[src/rtl/adder_share_sched_pkg.sv]
// Shared definitions for the adder time-sharing scheduler.
//   state_t  : scheduler FSM state encoding (3-bit)
//   op_t     : latched 64-bit operand pair of the accepted request
//   OP_W     : full operand width
//   HALF_W   : width of one pass through the shared adder
package adder_share_sched_pkg;

    localparam int OP_W   = 64;
    localparam int HALF_W = 32;

    typedef enum logic [2:0] {
        IDLE   = 3'd0,
        ADD_LO = 3'd1,
        ADD_HI = 3'd2,
        ADD_CI = 3'd3,
        DONE   = 3'd4
    } state_t;

    typedef struct packed {
        logic [OP_W-1:0] a;
        logic [OP_W-1:0] b;
    } op_t;

endpackage

[src/rtl/adder_share_sched_adder.sv]
// 32-bit adder without carry input; the one instance the scheduler owns.
//   in_1, in_2 : addends
//   out_put    : sum mod 2^32
//   carry_out  : carry out of bit 31
module adder_32bit
    import adder_share_sched_pkg::*;
(
    input  logic [HALF_W-1:0] in_1,
    input  logic [HALF_W-1:0] in_2,
    output logic [HALF_W-1:0] out_put,
    output logic              carry_out
);

    assign {carry_out, out_put} = {1'b0, in_1} + {1'b0, in_2};

endmodule

[src/rtl/adder_share_sched.sv]
// Time-shares one 32-bit adder among NUM_REQ requesters. Each accepted
// request is a 64-bit add done as a low pass, a high pass and, when the
// low pass carried, an extra +1 pass on the high half.
//   clk, reset   : clock, synchronous active-high reset
//   req_valid    : per-requester request valid
//   req_a, req_b : per-requester 64-bit operands (requester i in slot i)
//   req_ready    : one-hot accept strobe, combinational in IDLE
//   resp_valid   : one-hot, one-cycle result strobe (DONE state)
//   resp_sum     : A+B mod 2^64, held until the next result
//   resp_cout    : carry out of bit 63
//   resp_id      : requester being answered
//   busy         : high whenever an operation is in flight
module adder_share_sched
    import adder_share_sched_pkg::*;
#(
    parameter int NUM_REQ = 4,
    parameter int ID_W    = 2
) (
    input  logic                          clk,
    input  logic                          reset,
    input  logic [NUM_REQ-1:0]            req_valid,
    input  logic [NUM_REQ-1:0][OP_W-1:0]  req_a,
    input  logic [NUM_REQ-1:0][OP_W-1:0]  req_b,
    output logic [NUM_REQ-1:0]            req_ready,
    output logic [NUM_REQ-1:0]            resp_valid,
    output logic [OP_W-1:0]               resp_sum,
    output logic                          resp_cout,
    output logic [ID_W-1:0]               resp_id,
    output logic                          busy
);

    state_t              state;
    op_t                 op;
    logic [ID_W-1:0]     id;
    logic [ID_W-1:0]     last_grant;
    logic [HALF_W-1:0]   sum_lo;
    logic [HALF_W-1:0]   sum_hi;
    logic                c_lo;
    logic                c_hi;

    logic [HALF_W-1:0]   add_a;
    logic [HALF_W-1:0]   add_b;
    logic [HALF_W-1:0]   add_sum;
    logic                add_co;

    logic [ID_W:0]       pick;
    logic [ID_W-1:0]     pick_id;

    // Round-robin pick: rotate the valid vector so the slot after last
    // comes first, priority-encode the lowest set bit, rotate the offset
    // back. Returns {found, index}.
    function automatic logic [ID_W:0] rr_pick(
        input logic [NUM_REQ-1:0] vld,
        input logic [ID_W-1:0]    last
    );
        logic [2*NUM_REQ-1:0] dbl;
        logic [NUM_REQ-1:0]   rot;
        int                   off;
        int                   idx;
        dbl = {vld, vld} >> (int'(last) + 1);
        rot = dbl[NUM_REQ-1:0];
        off = 0;
        for (int k = NUM_REQ - 1; k >= 0; k--) begin
            if (rot[k]) off = k;
        end
        idx = (int'(last) + 1 + off) % NUM_REQ;
        return {|vld, ID_W'(idx)};
    endfunction

    assign pick    = rr_pick(req_valid, last_grant);
    assign pick_id = pick[ID_W-1:0];
    assign busy    = (state != IDLE);

    // Accept is suppressed while reset is high so a requester never sees
    // a grant that the reset edge would discard.
    always_comb begin
        req_ready = '0;
        if (state == IDLE && !reset && pick[ID_W]) req_ready[pick_id] = 1'b1;
    end

    // Adder input mux; inputs are held at 0 outside the add passes.
    always_comb begin
        add_a = '0;
        add_b = '0;
        case (state)
            ADD_LO: begin
                add_a = op.a[HALF_W-1:0];
                add_b = op.b[HALF_W-1:0];
            end
            ADD_HI: begin
                add_a = op.a[OP_W-1:HALF_W];
                add_b = op.b[OP_W-1:HALF_W];
            end
            ADD_CI: begin
                add_a = sum_hi;
                add_b = HALF_W'(1);
            end
            default: ;
        endcase
    end

    adder_32bit u_adder (
        .in_1      (add_a),
        .in_2      (add_b),
        .out_put   (add_sum),
        .carry_out (add_co)
    );

    // Response registers are loaded on the edge entering DONE so they are
    // valid for the whole DONE cycle and hold afterwards.
    always_ff @(posedge clk) begin
        if (reset) begin
            state      <= IDLE;
            op         <= '0;
            id         <= '0;
            last_grant <= ID_W'(NUM_REQ - 1);
            sum_lo     <= '0;
            sum_hi     <= '0;
            c_lo       <= 1'b0;
            c_hi       <= 1'b0;
            resp_valid <= '0;
            resp_sum   <= '0;
            resp_cout  <= 1'b0;
            resp_id    <= '0;
        end else begin
            resp_valid <= '0;
            case (state)
                IDLE: begin
                    if (pick[ID_W]) begin
                        op.a  <= req_a[pick_id];
                        op.b  <= req_b[pick_id];
                        id    <= pick_id;
                        state <= ADD_LO;
                    end
                end
                ADD_LO: begin
                    sum_lo <= add_sum;
                    c_lo   <= add_co;
                    state  <= ADD_HI;
                end
                ADD_HI: begin
                    sum_hi <= add_sum;
                    c_hi   <= add_co;
                    if (c_lo) begin
                        state <= ADD_CI;
                    end else begin
                        state          <= DONE;
                        resp_valid[id] <= 1'b1;
                        resp_sum       <= {add_sum, sum_lo};
                        resp_cout      <= add_co;
                        resp_id        <= id;
                    end
                end
                ADD_CI: begin
                    // sum_hi + 1 can only carry when sum_hi was all ones,
                    // which rules out a carry from the high pass itself.
                    sum_hi         <= add_sum;
                    c_hi           <= c_hi | add_co;
                    state          <= DONE;
                    resp_valid[id] <= 1'b1;
                    resp_sum       <= {add_sum, sum_lo};
                    resp_cout      <= c_hi | add_co;
                    resp_id        <= id;
                end
                DONE: begin
                    last_grant <= id;
                    state      <= IDLE;
                end
                default: state <= IDLE;
            endcase
        end
    end

endmodule

[config.mk]
export PLATFORM = sky130hd
export DESIGN_NAME = adder_share_sched
export DESIGN_NICKNAME = d
export VERILOG_FILES = /design/src/rtl/adder_share_sched_pkg.sv /design/src/rtl/adder_share_sched_adder.sv /design/src/rtl/adder_share_sched.sv
export SDC_FILE = /design/constraint.sdc
export NUM_CORES = 1
export LEC_CHECK = 0
export BUFFER_PORTS_ARGS = -buffer_cell sky130_fd_sc_hd__buf_2
export CAP_MARGIN = 0
export CORE_AREA = 8 8 223 225
export CTS_BUF_LIST = sky130_fd_sc_hd__clkbuf_8
export DETAILED_ROUTE_END_ITERATION = 6
export DIE_AREA = 0 0 231 233
export GPL_TIMING_DRIVEN = 1
export HOLD_SLACK_MARGIN = 0.08
export PLACE_DENSITY_LB_ADDON = 0.2
export SLEW_MARGIN = 20
export SYNTH_ARGS = -nofsm -noshare
export SYNTH_HDL_FRONTEND = slang
export SYNTH_SLANG_ARGS = --single-unit
[constraint.sdc]
create_clock -name clk -period 3.6 [get_ports clk]
set_clock_uncertainty 0.05 [all_clocks]
set_input_delay 0.36 -clock clk [delete_from_list [all_inputs] [get_ports clk]]
set_output_delay 0.36 -clock clk [all_outputs]
set_load 0.005 [all_outputs]
==> flow_summary.html <==
<table>
<tr><th>Metric</th><th>Value</th></tr>
<tr><th colspan="2">Yosys</th></tr>
<tr><td>Xor-xnor portion of the synthesized cell area</td><td>0.01756</td></tr>
<tr><td>Complex-gate fraction of the synthesized area</td><td>0.2868</td></tr>
<tr><td>Yosys reg bits</td><td>272</td></tr>
<tr><td>Count of unique library cells instantiated by Yosys</td><td>64</td></tr>
<tr><td>Sequential area share after synthesis</td><td>0.3491</td></tr>
<tr><td>Count of yosys warnings during synthesis</td><td>0</td></tr>
<tr><td>Post-synth net total</td><td>2758</td></tr>
<tr><td>Adder-cell share of the synthesized area</td><td>0.02847</td></tr>
<tr><td>Mean instance size in the synthesized netlist</td><td>between 7 and 8 um2</td></tr>
<tr><td>Mapped Area</td><td>15600 um2</td></tr>
<tr><td>Number of flops mapped to enable cells by yosys</td><td>0</td></tr>
<tr><td>Post-Synth Simple-Gate Area</td><td>0.2356</td></tr>
<tr><td>Combinational family with the most area after synthesis</td><td>compound AO/OA/AOI/OAI gates</td></tr>
<tr><td>Most common flop cell mapped by yosys</td><td>sky130_fd_sc_hd__dfxtp_1</td></tr>
<tr><td>Fraction of synthesized area in multiplexers</td><td>0.02703</td></tr>
<tr><td>Share of flip-flops with an asynchronous set or reset</td><td>0</td></tr>
<tr><td>Post-synthesis cell count</td><td>2206</td></tr>
<tr><th colspan="2">Worst setup path</th></tr>
<tr><td>Critical register-to-register path endpoint</td><td>op[17]</td></tr>
<tr><td>Setup crit end kind</td><td>flop</td></tr>
<tr><td>Depth of the worst register-to-register path</td><td>10</td></tr>
<tr><td>Setup slack of the worst register-to-register path</td><td>0.1 ns</td></tr>
<tr><td>Max FO, Critical Path</td><td>14</td></tr>
<tr><td>Setup Crit Path Kind</td><td>reg2reg</td></tr>
<tr><td>Required arrival time at the worst endpoint</td><td>around 4.1 ns</td></tr>
<tr><td>Crit path buffers/inverters</td><td>4</td></tr>
<tr><td>CP dominant cell by count</td><td>sky130_fd_sc_hd__buf_4</td></tr>
<tr><td>Slowest CP cell</td><td>sky130_fd_sc_hd__or4_4</td></tr>
<tr><td>Beginning of the worst register-to-register path</td><td>last_grant[0]</td></tr>
<tr><td>Ordered cell list for the critical path</td><td>inv_1, o311a_1, o221ai_1, ha_2, or4_4, buf_4, buf_4, a21oi_1, a211o_1, dlygate4sd3_1</td></tr>
<tr><td>Crit-path max cell delay</td><td>0.53 ns</td></tr>
<tr><td>Category of the worst setup path launch point</td><td>flop</td></tr>
<tr><td>CP arrival</td><td>approximately 4 ns</td></tr>
<tr><td>Cell family with the largest share of critical-path delay</td><td>buffers and inverters</td></tr>
<tr><th colspan="2">Routing</th></tr>
<tr><td>DRC marker count from the first detailed-route iteration</td><td>around 1700</td></tr>
<tr><td>Length of routed wiring on met1</td><td>33180 um</td></tr>
<tr><td>Detailed-routing iteration count for the pre-antenna-repair pass</td><td>6</td></tr>
<tr><td>Total number of vias</td><td>between 15000 and 20000</td></tr>
<tr><td>Routed vias/inst</td><td>approximately 5.3</td></tr>
<tr><td>Detailed-routed wire length on met2</td><td>38280 um</td></tr>
<tr><td>WL per Instance</td><td>around 22 um</td></tr>
<tr><td>Highest routed metal layer</td><td>met5</td></tr>
<tr><td>Number of nets with antenna violations after routing</td><td>0</td></tr>
<tr><td>DRC viols</td><td>0</td></tr>
<tr><td>Wire length on met3</td><td>7738 um</td></tr>
<tr><td>Post-detailed-routing wire length</td><td>just over 80000 um</td></tr>
<tr><th colspan="2">Clock tree</th></tr>
<tr><td>CTS Buf Count</td><td>about 50</td></tr>
<tr><td>Clock root buffer</td><td>sky130_fd_sc_hd__clkbuf_8</td></tr>
<tr><td>Clk slew on worst S/H paths</td><td>~0.06 ns</td></tr>
<tr><td>Latest clock arrival within the worst-skew pair</td><td>between 0.6 and 0.7 ns</td></tr>
<tr><td>CTS tree</td><td>built</td></tr>
<tr><td>Buffer levels on the longest clock path</td><td>3</td></tr>
<tr><td>H-tree levels</td><td>2</td></tr>
<tr><td>CTS sink count</td><td>~270</td></tr>
<tr><th colspan="2">Global routing</th></tr>
<tr><td>Total congestion overflow</td><td>0</td></tr>
<tr><td>Global routing usage summed across all routing layers</td><td>0.2900</td></tr>
<tr><td>Largest net degree at the start of global routing</td><td>between 100 and 150</td></tr>
<tr><td>First-pass GRT wire length</td><td>120100 um</td></tr>
<tr><td>Antenna violations before repair</td><td>17</td></tr>
<tr><td>Vias in the first global route</td><td>approximately 20000</td></tr>
<tr><th colspan="2">Timing</th></tr>
<tr><td>Worst Max-Slew Pin Slew</td><td>between 1 and 1.5 ns</td></tr>
<tr><td>Clock period minus final worst setup slack</td><td>between 3 and 4 ns</td></tr>
<tr><td>Final-report setup violation count</td><td>0</td></tr>
<tr><td>Fmax achieved</td><td>about 0.29 GHz</td></tr>
<tr><td>Max Slew Vio Count</td><td>0</td></tr>
<tr><td>Slew HR</td><td>0.1667</td></tr>
<tr><td>Final period util</td><td>0.9723</td></tr>
<tr><td>Final worst setup slack</td><td>around 0.1 ns</td></tr>
<tr><td>Post-route worst hold slack</td><td>about 0.11 ns</td></tr>
<tr><td>Hold Fails Final Rpt</td><td>0</td></tr>
<tr><th colspan="2">Floorplan</th></tr>
<tr><td>Count of boundary I/O pins</td><td>594</td></tr>
<tr><td>Number of standard-cell rows in the floorplan</td><td>79</td></tr>
<tr><td>Y dimension of the die</td><td>233 um</td></tr>
<tr><td>Core Footprint</td><td>approximately 46000 um2</td></tr>
<tr><td>Area enclosed by the die boundary</td><td>about 54000 um2</td></tr>
<tr><td>Starting density of the core</td><td>0.3387</td></tr>
<tr><td>Horiz. Die Dim</td><td>231 um</td></tr>
<tr><th colspan="2">Hold path</th></tr>
<tr><td>Hold Path Class</td><td>in2reg</td></tr>
<tr><td>Hold EP</td><td>op[110]</td></tr>
<tr><td>WHS Path Cells</td><td>4</td></tr>
<tr><td>Hold path startpoint</td><td>req_a[238]</td></tr>
<tr><th colspan="2">Layout</th></tr>
<tr><td>Layout overhead on the synthesized area</td><td>52.57%</td></tr>
<tr><td>Most common cell after layout, fill and taps aside</td><td>sky130_fd_sc_hd__nand2_1</td></tr>
<tr><td>Post-layout net count</td><td>~3600</td></tr>
<tr><td>Non-filler cells, final</td><td>approximately 3700</td></tr>
<tr><td>Fraction of final layout cells sized beyond drive strength 1</td><td>0.2889</td></tr>
<tr><td>Commonest non-fill, non-tap cells in the layout</td><td>sky130_fd_sc_hd__nand2_1 (754), sky130_fd_sc_hd__buf_2 (592), sky130_fd_sc_hd__a21oi_1 (397)</td></tr>
<tr><td>Count of filler cells inserted in the layout</td><td>between 4000 and 5000</td></tr>
<tr><td>Layout Cell Area excl Fill</td><td>23800 um2</td></tr>
<tr><th colspan="2">Power</th></tr>
<tr><td>Power share of the sequential group</td><td>0.379</td></tr>
<tr><td>Power Total</td><td>10.07 mW</td></tr>
<tr><td>Leakage component of the power</td><td>around 12 nW</td></tr>
<tr><td>Net Sw Power</td><td>between 3 and 4 mW</td></tr>
<tr><td>Net switching share of the total power</td><td>0.3629</td></tr>
<tr><td>Fraction of power consumed by combinational cells</td><td>0.334</td></tr>
<tr><td>Pint</td><td>between 6 and 7 mW</td></tr>
<tr><td>Worst IR Drop VDD</td><td>~280 uV</td></tr>
<tr><td>Power density over the cells</td><td>between 400 and 500 nW/um2</td></tr>
<tr><td>Proportion of power drawn by the clock network</td><td>0.287</td></tr>
<tr><th colspan="2">Placed design</th></tr>
<tr><td>Count of buffers inserted at the top-level ports</td><td>around 600</td></tr>
<tr><td>Post-place setup slack</td><td>-0.06732 ns</td></tr>
<tr><td>Placed Instances</td><td>roughly 3400</td></tr>
<tr><td>Placer's final routability congestion estimate</td><td>approximately 0.93</td></tr>
<tr><td>Total placed instance area</td><td>19680 um2</td></tr>
<tr><td>Detailed-placement wirelength estimate</td><td>63570 um</td></tr>
<tr><th colspan="2">Flow run</th></tr>
<tr><td>MaxCap Viol Count</td><td>0</td></tr>
<tr><th colspan="2">Status</th></tr>
<tr><td>Status</td><td>finished clean</td></tr>
</table>
power by group through the flow:
stage,sequential (mW),combinational (mW),clock (mW)
final,3.81,3.36,2.90
after global routing,3.83,3.64,3.11
after CTS,3.80,3.21,2.97
after detailed placement,3.86,2.88,0
after global placement,3.88,2.85,0
after floorplan,3.58,1.77,0
Yosys cell counts, drive strengths merged, types with 3 or more instances:
cell type / number / share of area
nor2: 82 / 0.020
o21bai: 6 / 0.0029
or4: 3 / 0.0014
nor3: 10 / 0.0032
buf: 65 / 0.024
o22ai: 5 / 0.0020
a21oi: 405 / 0.13
a311oi: 3 / 0.0017
clkbuf: 120 / 0.029
a32oi: 3 / 0.0017
and2: 3 / 0.0012
or2: 4 / 0.0016
a22oi: 31 / 0.015
nand2b: 3 / 0.0012
a22o: 31 / 0.017
nor3b: 3 / 0.0014
nand2: 756 / 0.18
o211ai: 3 / 0.0014
xnor2: 15 / 0.0096
ha: 33 / 0.026
a31oi: 3 / 0.0012
mux2: 33 / 0.024
a21o: 17 / 0.0082
mux2i: 5 / 0.0032
nand3: 34 / 0.011
o21ai: 32 / 0.010
xor2: 12 / 0.0079
inv: 11 / 0.0026
nor2b: 9 / 0.0036
nand4: 15 / 0.0060
o21a: 4 / 0.0019
o311ai: 5 / 0.0028
dfxtp: 272 / 0.35
a211o: 129 / 0.072
a211oi: 11 / 0.0053
and3: 5 / 0.0020
registers in the layout, indices dropped and copies added (netlist names):
register	cells
sum_hi	32
last_grant	2
resp_valid	4
resp_id	2
op	128
c_hi	1
resp_cout	1
state	3
sum_lo	32
id	2
c_lo	1
resp_sum	64
how the worst max path moves through the flow:
stage	to	slack [ns]	cells after the start	start
after floorplan	sum_hi[28]	0.10	13	state[0]
after global placement	sum_hi[15]	-0.07	13	state[1]
after detailed placement	sum_hi[15]	-0.07	13	state[1]
after CTS	resp_sum[62]	0.0007	16	state[1]
after global routing	op[17]	-0.03	13	last_grant[0]
final	op[17]	0.1	10	last_grant[0]
what timing repair did:
item,in CTS,in global routing
gates resized for setup,2,70
buffers inserted,2,3
hold buffers,271,0
pin swaps,2,11
gates cloned,2,2
hold endpoints to repair,121,0
endpoints found under the setup margin,7,132
logic make-up after synthesis:
logic type      count (synthesis)
simple gates                  930
compound gates                708
flops                         272
buf+inv                       196
mux                            38
fa+ha+maj                      35
xor+xnor                       27
cell type report:
type | count | area, um2 | area share
well taps | 607 | 759.5 | 0.03191
flip-flops and latches | 272 | 5451 | 0.2291
clock buffers | 56 | 770.7 | 0.03238
diodes | 9 | 22.52 | 0.0009463
repair buffers | 1000 | 6942 | 0.2917
clock inverters | 29 | 177.7 | 0.007465
multi-input cells | 1740 | 9635 | 0.4048
inverters | 11 | 41.29 | 0.001735
routing by layer:
| layer | up-vias | GRT usage |
|---|---|---|
| met4 | 6 | 0.1176 |
| li1 | 9402 | - |
| met2 | 997 | 0.4734 |
| met5 | - | 0 |
| met3 | 193 | 0.08367 |
| met1 | 9306 | 0.3559 |
stage by stage:
| stage | utilization | TNS [ns] |
|---|---|---|
| after floorplan | - | 0 |
| after global placement | 0.4272 | -0.1703 |
| after detailed placement | 0.4272 | -0.1065 |
| after CTS | 0.5077 | 0 |
| after global routing | 0.5164 | -0.1200 |
| final | 0.5167 | 0 |
worst reg2reg max path, delay by kind of cell, from the launching register on:
family / cells / cell delay [ns]
AND/OR/NAND/NOR: 1 / 0.53
flip-flops: 1 / 0.41
AO/OA/AOI/OAI: 4 / 0.83
adder cells (fa/ha/maj): 1 / 0.41
buffers and inverters: 4 / 1.18
No activity file was read; power rests on OpenSTA's default activity.
